File: config.mk
export PLATFORM = sky130hd
export DESIGN_NAME = pipe_stage_skid
export DESIGN_NICKNAME = d
export VERILOG_FILES = /design/src/rtl/pipe_stage_skid.sv
export SDC_FILE = /design/constraint.sdc
export NUM_CORES = 1
export LEC_CHECK = 0
export ABC_AREA = 1
export CAP_MARGIN = 5
export CORE_ASPECT_RATIO = 0.6
export CORE_UTILIZATION = 45
export DETAILED_ROUTE_END_ITERATION = 8
export GPL_ROUTABILITY_DRIVEN = 1
export PLACE_DENSITY = 0.7
export SETUP_SLACK_MARGIN = 0.05
export SYNTH_ARGS = -nofsm -noshare
export SYNTH_HDL_FRONTEND = slang
export SYNTH_SLANG_ARGS = --single-unit
export TNS_END_PERCENT = 5
File: constraint.sdc
create_clock -name clk -period 2.08 [get_ports clk]
set_clock_uncertainty 0.05 [all_clocks]
set_input_delay 0.416 -clock clk [delete_from_list [all_inputs] [get_ports clk]]
set_output_delay 0.416 -clock clk [all_outputs]
set_load 0.02 [all_outputs]
File: src/rtl/pipe_stage_skid.sv
// ---------------------------------------------------------------------------
// PipeStageSkid -- parametrised pipeline stage register with a 2-entry skid
// buffer, valid/ready handshake on both sides and a synchronous flush.
//
// A beat accepted while downstream is stalled is parked in the skid register.
// This lets in_ready come straight from a flop (~skid valid), so no
// combinational path runs from out_ready back to in_ready. Bubbles are shown
// as an all-zero payload (NOP) when ZERO_BUBBLE=1. When ZERO_BUBBLE=0 the
// last payload is held on out_data instead.
//
// Parameters:
//   PAYLOAD_W    payload width in bits
//   ZERO_BUBBLE  1: out_data forced to 0 while out_valid=0; 0: stale data held
//
// Ports:
//   clk        stage clock, rising edge
//   rst        asynchronous active-low reset (rst=0 resets)
//   flush      synchronous kill of all held beats, highest priority
//   in_valid   upstream beat valid
//   in_ready   stage can accept a beat (registered)
//   in_data    upstream payload
//   out_valid  beat presented downstream
//   out_ready  downstream accepts beat (0 = stall)
//   out_data   payload to downstream
//   occupancy  number of held beats, 0..2
//
// Optional feature, macro PIPE_STAGE_SKID_PERF_EN:
//   perf_stall_cnt   cycles with out_valid=1 and out_ready=0 (saturating)
//   perf_bubble_cnt  cycles with out_valid=0 and out_ready=1 (saturating)
//   Both counters are cleared by reset only, never by flush.
// ---------------------------------------------------------------------------
module pipe_stage_skid #(
  parameter int PAYLOAD_W   = 76,
  parameter bit ZERO_BUBBLE = 1'b1
) (
  input  logic                 clk,
  input  logic                 rst,
  input  logic                 flush,
  input  logic                 in_valid,
  output logic                 in_ready,
  input  logic [PAYLOAD_W-1:0] in_data,
  output logic                 out_valid,
  input  logic                 out_ready,
  output logic [PAYLOAD_W-1:0] out_data,
  output logic [1:0]           occupancy
`ifdef PIPE_STAGE_SKID_PERF_EN
  ,
  output logic [31:0]          perf_stall_cnt,
  output logic [31:0]          perf_bubble_cnt
`endif
);

  // The state bits are the valid flags themselves: bit 1 = skid valid,
  // bit 0 = main valid. SKID_ONLY cannot be reached and is recovered from.
  typedef enum logic [1:0] {
    EMPTY     = 2'b00,
    ONE       = 2'b01,
    SKID_ONLY = 2'b10,
    FULL      = 2'b11
  } state_e;

  state_e                 state_q;
  logic [PAYLOAD_W-1:0]   mainData_q;
  logic [PAYLOAD_W-1:0]   skidData_q;

  logic                   mainValid;
  logic                   skidValid;
  logic                   inFire;
  logic                   outFire;

  assign mainValid = state_q[0];
  assign skidValid = state_q[1];

  // in_ready is a plain flop output; it never looks at out_ready.
  assign in_ready  = ~skidValid;
  assign out_valid = mainValid;
  assign occupancy = {1'b0, mainValid} + {1'b0, skidValid};

  assign inFire  = in_valid & in_ready;
  assign outFire = mainValid & out_ready;

  // With ZERO_BUBBLE=1 an empty stage shows a NOP (all zeros).
  assign out_data = (mainValid || !ZERO_BUBBLE) ? mainData_q : '0;

  // Single state machine. Flush wins over every handshake event, so a beat
  // offered in the flush cycle is dropped even if in_ready was high.
  always_ff @(posedge clk or negedge rst) begin
    if (!rst) begin
      state_q    <= EMPTY;
      mainData_q <= '0;
      skidData_q <= '0;
    end else if (flush) begin
      state_q <= EMPTY;
      if (ZERO_BUBBLE) begin
        mainData_q <= '0;
        skidData_q <= '0;
      end
    end else begin
      case (state_q)
        EMPTY: begin
          if (inFire) begin
            state_q    <= ONE;
            mainData_q <= in_data;
          end
        end
        ONE: begin
          if (inFire && outFire) begin
            mainData_q <= in_data;
          end else if (inFire) begin
            state_q    <= FULL;
            skidData_q <= in_data;
          end else if (outFire) begin
            state_q <= EMPTY;
          end
        end
        FULL: begin
          // in_ready is low here, so only the drain side can move.
          if (outFire) begin
            state_q    <= ONE;
            mainData_q <= skidData_q;
          end
        end
        default: begin
          state_q <= EMPTY;
        end
      endcase
    end
  end

`ifdef PIPE_STAGE_SKID_PERF_EN
  // Stall and bubble counters. They observe the handshake only and hold at
  // all-ones instead of wrapping. Flush deliberately leaves them alone.
  always_ff @(posedge clk or negedge rst) begin
    if (!rst) begin
      perf_stall_cnt  <= '0;
      perf_bubble_cnt <= '0;
    end else begin
      if (mainValid && !out_ready && (perf_stall_cnt != 32'hFFFF_FFFF)) begin
        perf_stall_cnt <= perf_stall_cnt + 32'd1;
      end
      if (!mainValid && out_ready && (perf_bubble_cnt != 32'hFFFF_FFFF)) begin
        perf_bubble_cnt <= perf_bubble_cnt + 32'd1;
      end
    end
  end
`endif

endmodule

==> results of run 1 <==
[kinds of logic after synthesis]
kind of cell | Yosys count | synth area share
AO/OA/AOI/OAI | 77 | 0.0478
AND/OR/NAND/NOR | 636 | 0.345
flip-flops | 154 | 0.478
buffers and inverters | 250 | 0.123
adder cells (fa/ha/maj) | 4 | 0.00620
[Yosys cell counts]
| cell | instances | area, sq um |
|---|---|---|
| buf_1 | 11 | 41.3 |
| buf_2 | 32 | 160 |
| buf_4 | 4 | 30.0 |
| clkbuf_1 | 43 | 161 |
| clkinv_2 | 1 | 5.00 |
| dfrtp_1 | 154 | 3850 |
| ha_1 | 4 | 50.1 |
| inv_1 | 158 | 593 |
| inv_2 | 1 | 3.75 |
| nand2_1 | 395 | 1480 |
| nand3_1 | 157 | 786 |
| nand3_2 | 1 | 10.0 |
| nand4_1 | 77 | 482 |
| nor2_1 | 4 | 15.0 |
| nor2_2 | 1 | 6.26 |
| nor3_1 | 1 | 5.00 |
| o21ai_0 | 56 | 280 |
| o21ai_1 | 21 | 105 |
[report_power, final]
part	internal (mW)	total [mW]	leakage, nW	switching, mW
clock network	1.99	3.23	0.284	1.24
registers	3.82	4.32	2.06	0.492
logic	1.55	4.35	3.51	2.80
[per-stage QoR]
stage               area, sq um  instances  hold WS (ps)  setup slack (ps)   util
global placement          10100       1454           310              60.1  0.584
floorplan                  8100       1121          70.4              56.5      -
detailed placement        10100       1454           315              20.8  0.584
global route              10700       1483           438             0.160  0.614
CTS                       10700       1483           423              49.9  0.615
finish                    10700       1483           419              70.2  0.614
[repair_timing]
action	CTS	global route
endpoints found under the setup margin	80	93
endpoints found under the hold margin	40	0
hold buffers	1	0
gates resized for setup	108	8
[state kept, by name, summed over array words and instances, names as in the netlist]
signal,count
state_q,2
skidData_q,76
mainData_q,76
[tightest hold or removal path: cells and delay by family, from the launching register on]
family / cells / cell delay [ps]
DFF: 1 / 340
and+or+nand+nor: 2 / 90
[final cells by class]
| type | count | area (sq um) | area share |
|---|---|---|---|
| Multi-Input combinational cell | 717 | 3290 | 0.308 |
| Timing Repair Buffer | 190 | 2020 | 0.190 |
| Clock buffer | 17 | 425 | 0.0399 |
| Inverter | 160 | 604 | 0.0567 |
| Tap cell | 234 | 293 | 0.0275 |
| Sequential cell | 154 | 3850 | 0.362 |
| Clock inverter | 11 | 174 | 0.0163 |
[how the worst max path moves through the flow]
stage,end,cells after the start
floorplan,mainData_q[74],15
global placement,mainData_q[72],9
detailed placement,mainData_q[8],7
CTS,out_data[63],4
global route,out_data[3],4
finish,out_data[19],4
[metal layers]
layer,track usage,part of all wire,up-vias
met4,0.0609,0.0080,0
li1,-,-,3779
met3,0.0530,0.065,17
met1,0.362,0.48,3586
met5,0,0,-
met2,0.382,0.45,283
==> results.sh, run 1 <==
export IMPL_htree_levels=4
export IMPL_avgSynthCellArea_sq_um=7.20
export IMPL_fill_cells=1621
export IMPL_vias=7665
export IMPL_cts_buffers=17
export IMPL_hp_start="mainData_q[74]"
export IMPL_setup_viol=0
export IMPL_grt_usage=0.251
export IMPL_synth_seq_cells=154
export IMPL_gp_congestion=0.818
export IMPL_synth_warnings=0
export IMPL_grt_pass1_vias=7164
export IMPL_ys_seq_area_frac=0.478
export IMPL_crit_path_max_fanout=37
export IMPL_die_w_um=175
export IMPL_drt_iter0_drc=796
export IMPL_power_density_nw_per_um2=1120
export IMPL_leakage_nw=5.85
export IMPL_cts_root_buf="clkbuf_16"
export IMPL_start_util=0.465
export IMPL_layout_min_cycle_time_ps=2010
export IMPL_p_total_mw=11.9
export IMPL_io_pins=161
export IMPL_die_height_um=106
export IMPL_status="completed"
export IMPL_syn_instance_count=1121
export IMPL_min_delay_path_depth=2
export IMPL_cp_slowest_cell="dfrtp_2"
export IMPL_layout_drive_gt1_share=0.0624
export IMPL_worst_path_buf_inv=3
export IMPL_n_antenna_cell=0
export IMPL_holdCritPathClass="flop to flop"
export IMPL_drv_slew=0
export IMPL_postRouteAntennaNets=0
export IMPL_finalCritPeriodShare=0.966
export IMPL_path_delay_family="buffers and inverters"
export IMPL_cap_violations=0
export IMPL_ff2ff_path_depth=6
export IMPL_grt_start_max_net_pins=77
export IMPL_grt_pass1_wl_mm=37.0
export IMPL_synth_cell_type_count=18
export IMPL_worstHoldEndpoint="mainData_q[74]"
export IMPL_setup_tns_ps=0
export IMPL_ff2ff_setup_slack_ps=160
export IMPL_die_area_sq_um=18500
export IMPL_wl_per_cell_um=15.1
export IMPL_grt_overflow_total=0
export IMPL_rows=37
export IMPL_io_buffers=160
export IMPL_rsz0062_at_grt="true"
export IMPL_slew_headroom=0.711
export IMPL_cts_sinks=154
export IMPL_firstDrtPassIters=5
export IMPL_synth_nets=1206
export IMPL_vdd_drop_max_mv=0.599
export IMPL_max_clock_path_buffers=2
export IMPL_core_area_sq_um=17400
export IMPL_cts_setup_buffers=0
export IMPL_clock_fmax_ghz=0.498
export IMPL_timing_final_hold_violations=0
export IMPL_r2r_start="state_q[0]"
export IMPL_wl_mm=22.4
export IMPL_netlist_area_sq_um=8070
export IMPL_via_per_inst=5.17
export IMPL_clk_pin_slew_ps=60
export IMPL_crit_chain="buf_12 > nand2_1 > inv_1 > dlygate4sd2_1"
export IMPL_layout_commonest_cell="nand2_1"
export IMPL_crit_path_start="state_q[0]"
export IMPL_tightest_slew_ps=434
export IMPL_antenna_found_initial=0
export IMPL_layout_common_cells="nand2_1, inv_1, nand3_1"
export IMPL_fin_nets=1325
export IMPL_cp_end_kind="output pin"
export IMPL_drc=0
export IMPL_max_stage_delay_ps=440
export IMPL_worstSetupStartpointType="flop"
export IMPL_reg2reg_to="skidData_q[38]"
export IMPL_areaGrowthSynthToFinish_pct=32.1
export IMPL_arrival_ps=1540
export IMPL_crit_required_ps=1610
export IMPL_clock_latency_ps=420
export IMPL_cts_tree="done"
export IMPL_hpwl_mm=13.8
export IMPL_crit_type="flop to output pin"
Note: power is estimated with default switching activity, not from simulation.
==> run 2: changes to the inputs <==
==> constraint.sdc (replaced) <==
create_clock -name clk -period 2.08 [get_ports clk]
set_clock_uncertainty 0.05 [all_clocks]
set_input_delay 0.312 -clock clk [delete_from_list [all_inputs] [get_ports clk]]
set_output_delay 0.312 -clock clk [all_outputs]
set_load 0.02 [all_outputs]
==> run 2 against run 1 <==
Against the previous run: highest routed layer unchanged; cell count rose by 0.61%; register-to-register slack worse by 40 ps; flip-flop and latch count unchanged; clock-buffer cell count is 2 higher; critical path type unchanged; sequential share of layout area barely moved; combinational power rose by 4%.
==> results.sh, run 2 (synthesis results as in run 1) <==
export IMPL_rows=37
export IMPL_cp_end_kind="output pin"
export IMPL_power_density_nw_per_um2=1100
export IMPL_clk_pin_slew_ps=70
export IMPL_reg_top3="mainData_q x76, skidData_q x76, state_q x2"
export IMPL_io_pins=161
export IMPL_max_clock_path_buffers=2
export IMPL_crit_required_ps=1720
export IMPL_tightest_slew_ps=529
export IMPL_wl_per_cell_um=15.2
export IMPL_cts_root_buf="clkbuf_16"
export IMPL_timing_final_hold_violations=0
export IMPL_setup_tns_ps=0
export IMPL_p_comb_frac=0.386
export IMPL_die_area_sq_um=18500
export IMPL_grt_overflow_total=0
export IMPL_pwr_share_clk=0.248
export IMPL_cp_slowest_cell="dfrtp_2"
export IMPL_grt_start_max_net_pins=63
export IMPL_internal_power_mw=7.07
export IMPL_worstSetupStartpointType="flop"
export IMPL_seqCellArea_sq_um=3850
export IMPL_rsz0062_at_grt="false"
export IMPL_start_util=0.465
export IMPL_layout_min_cycle_time_ps=1980
export IMPL_htree_levels=4
export IMPL_cts_buffers=17
export IMPL_fin_nets=1330
export IMPL_finalCritPeriodShare=0.951
export IMPL_slew_headroom=0.648
export IMPL_die_w_um=175
export IMPL_p_sw_frac=0.397
export IMPL_hpwl_mm=13.9
export IMPL_grt_pass1_wl_mm=37.4
export IMPL_multi_input_area_sq_um=3290
export IMPL_crit_path_max_fanout=24
export IMPL_areaGrowthSynthToFinish_pct=32.0
export IMPL_setup_viol=0
export IMPL_layout_drive_gt1_share=0.0859
export IMPL_fin_area_sq_um=10600
export IMPL_die_height_um=106
export IMPL_vias=7776
export IMPL_crit_chain="buf_4 > buf_12 > nand2_1 > inv_1 > clkdlybuf4s15_1"
export IMPL_via_per_inst=5.21
export IMPL_cts_sinks=154
export IMPL_n_antenna_cell=0
export IMPL_seq_power_share=0.366
export IMPL_firstDrtPassIters=5
export IMPL_cap_violations=0
export IMPL_ff2ff_setup_slack_ps=120
export IMPL_wl_mm=22.6
export IMPL_p_sw_mw=4.65
export IMPL_layout_common_cells="nand2_1, inv_1, nand3_1"
export IMPL_clock_fmax_ghz=0.506
export IMPL_drt_iter0_drc=677
export IMPL_status="completed"
export IMPL_leakage_nw=6.11
export IMPL_placed_cell_area_sq_um=10100
export IMPL_arrival_ps=1620
export IMPL_vdd_drop_max_mv=0.672
export IMPL_postRouteAntennaNets=0
export IMPL_holdCritPathClass="input port to asynchronous set/reset pin"
export IMPL_layout_commonest_cell="nand2_1"
export IMPL_grt_usage=0.252
export IMPL_core_area_sq_um=17400
export IMPL_max_stage_delay_ps=430
export IMPL_gp_congestion=0.866
export IMPL_fill_cells=1602
export IMPL_clock_latency_ps=420
export IMPL_drc=0
export IMPL_io_buffers=160
export IMPL_crit_type="flop to output pin"
export IMPL_cts_tree="done"
export IMPL_antenna_found_initial=0
export IMPL_grt_pass1_vias=7195
export IMPL_drv_slew=0
-- run 2: area by class of cell --
| type | count | area share |
|---|---|---|
| clock inverters | 13 | 0.0105 |
| well taps | 234 | 0.0275 |
| multi-input cells | 717 | 0.309 |
| inverters | 160 | 0.0569 |
| flip-flops and latches | 154 | 0.362 |
| repair buffers | 195 | 0.192 |
| clock buffers | 19 | 0.0416 |
-- run 2: path summary, 6_finish.rpt --
check / depth (start not counted) / startpoint / end
setup / recovery: 5 / state_q[0] / out_data[25]
hold / removal: 2 / rst / skidData_q[19]
setup reg to reg: 9 / state_q[0] / skidData_q[2]
hold reg to reg: 2 / mainData_q[68] / mainData_q[68]
max in group asynchronous: 3 / rst / state_q[0]
min in group clk: 2 / mainData_q[68] / mainData_q[68]
-- run 2: layer usage --
metal / part of all wire / vias to the layer above / GRT usage
met2: 0.44 / 302 / 0.375
met3: 0.066 / 23 / 0.0473
li1: - / 3804 / -
met4: 0.012 / 0 / 0.0689
met5: 0 / - / 0
met1: 0.48 / 3647 / 0.373
-- run 2: per-stage QoR --
stage	hold slack, ps	instances	util	worst slack [ps]	power (mW)
2_1_floorplan	-33.6	1121	-	56.5	6.93
3_3_place_gp	142	1455	0.583	115	8.86
3_5_place_dp	147	1455	0.583	50.4	8.93
4_1_cts	281	1490	0.616	-139	11.8
5_1_grt	284	1492	0.613	50.5	12.4
6_report	267	1492	0.613	103	11.7
-- run 2: power by group through the flow --
stage	registers, mW	clock network (mW)	logic [mW]
after floorplan	4.21	0	2.72
after global placement	4.33	0	4.53
after detailed placement	4.34	0	4.60
after global routing	4.37	3.07	4.99
after CTS	4.29	2.94	4.55
final	4.28	2.91	4.52
-- run 2: critical path: cells and delay by family, from the launching register on --
kind / cells / cell delay (ps)
buf+inv: 4 / 650
flops: 1 / 430
simple gates: 1 / 110
-- run 2: repair_timing --
| item | 4_1_cts | 5_1_grt |
|---|---|---|
| setup endpoints to repair | 78 | 60 |
| setup buffers | 1 | 2 |
| gates cloned | 1 | 0 |
| hold buffers | 1 | 0 |
| resized for setup | 74 | 84 |
| endpoints found under the hold margin | 24 | 0 |
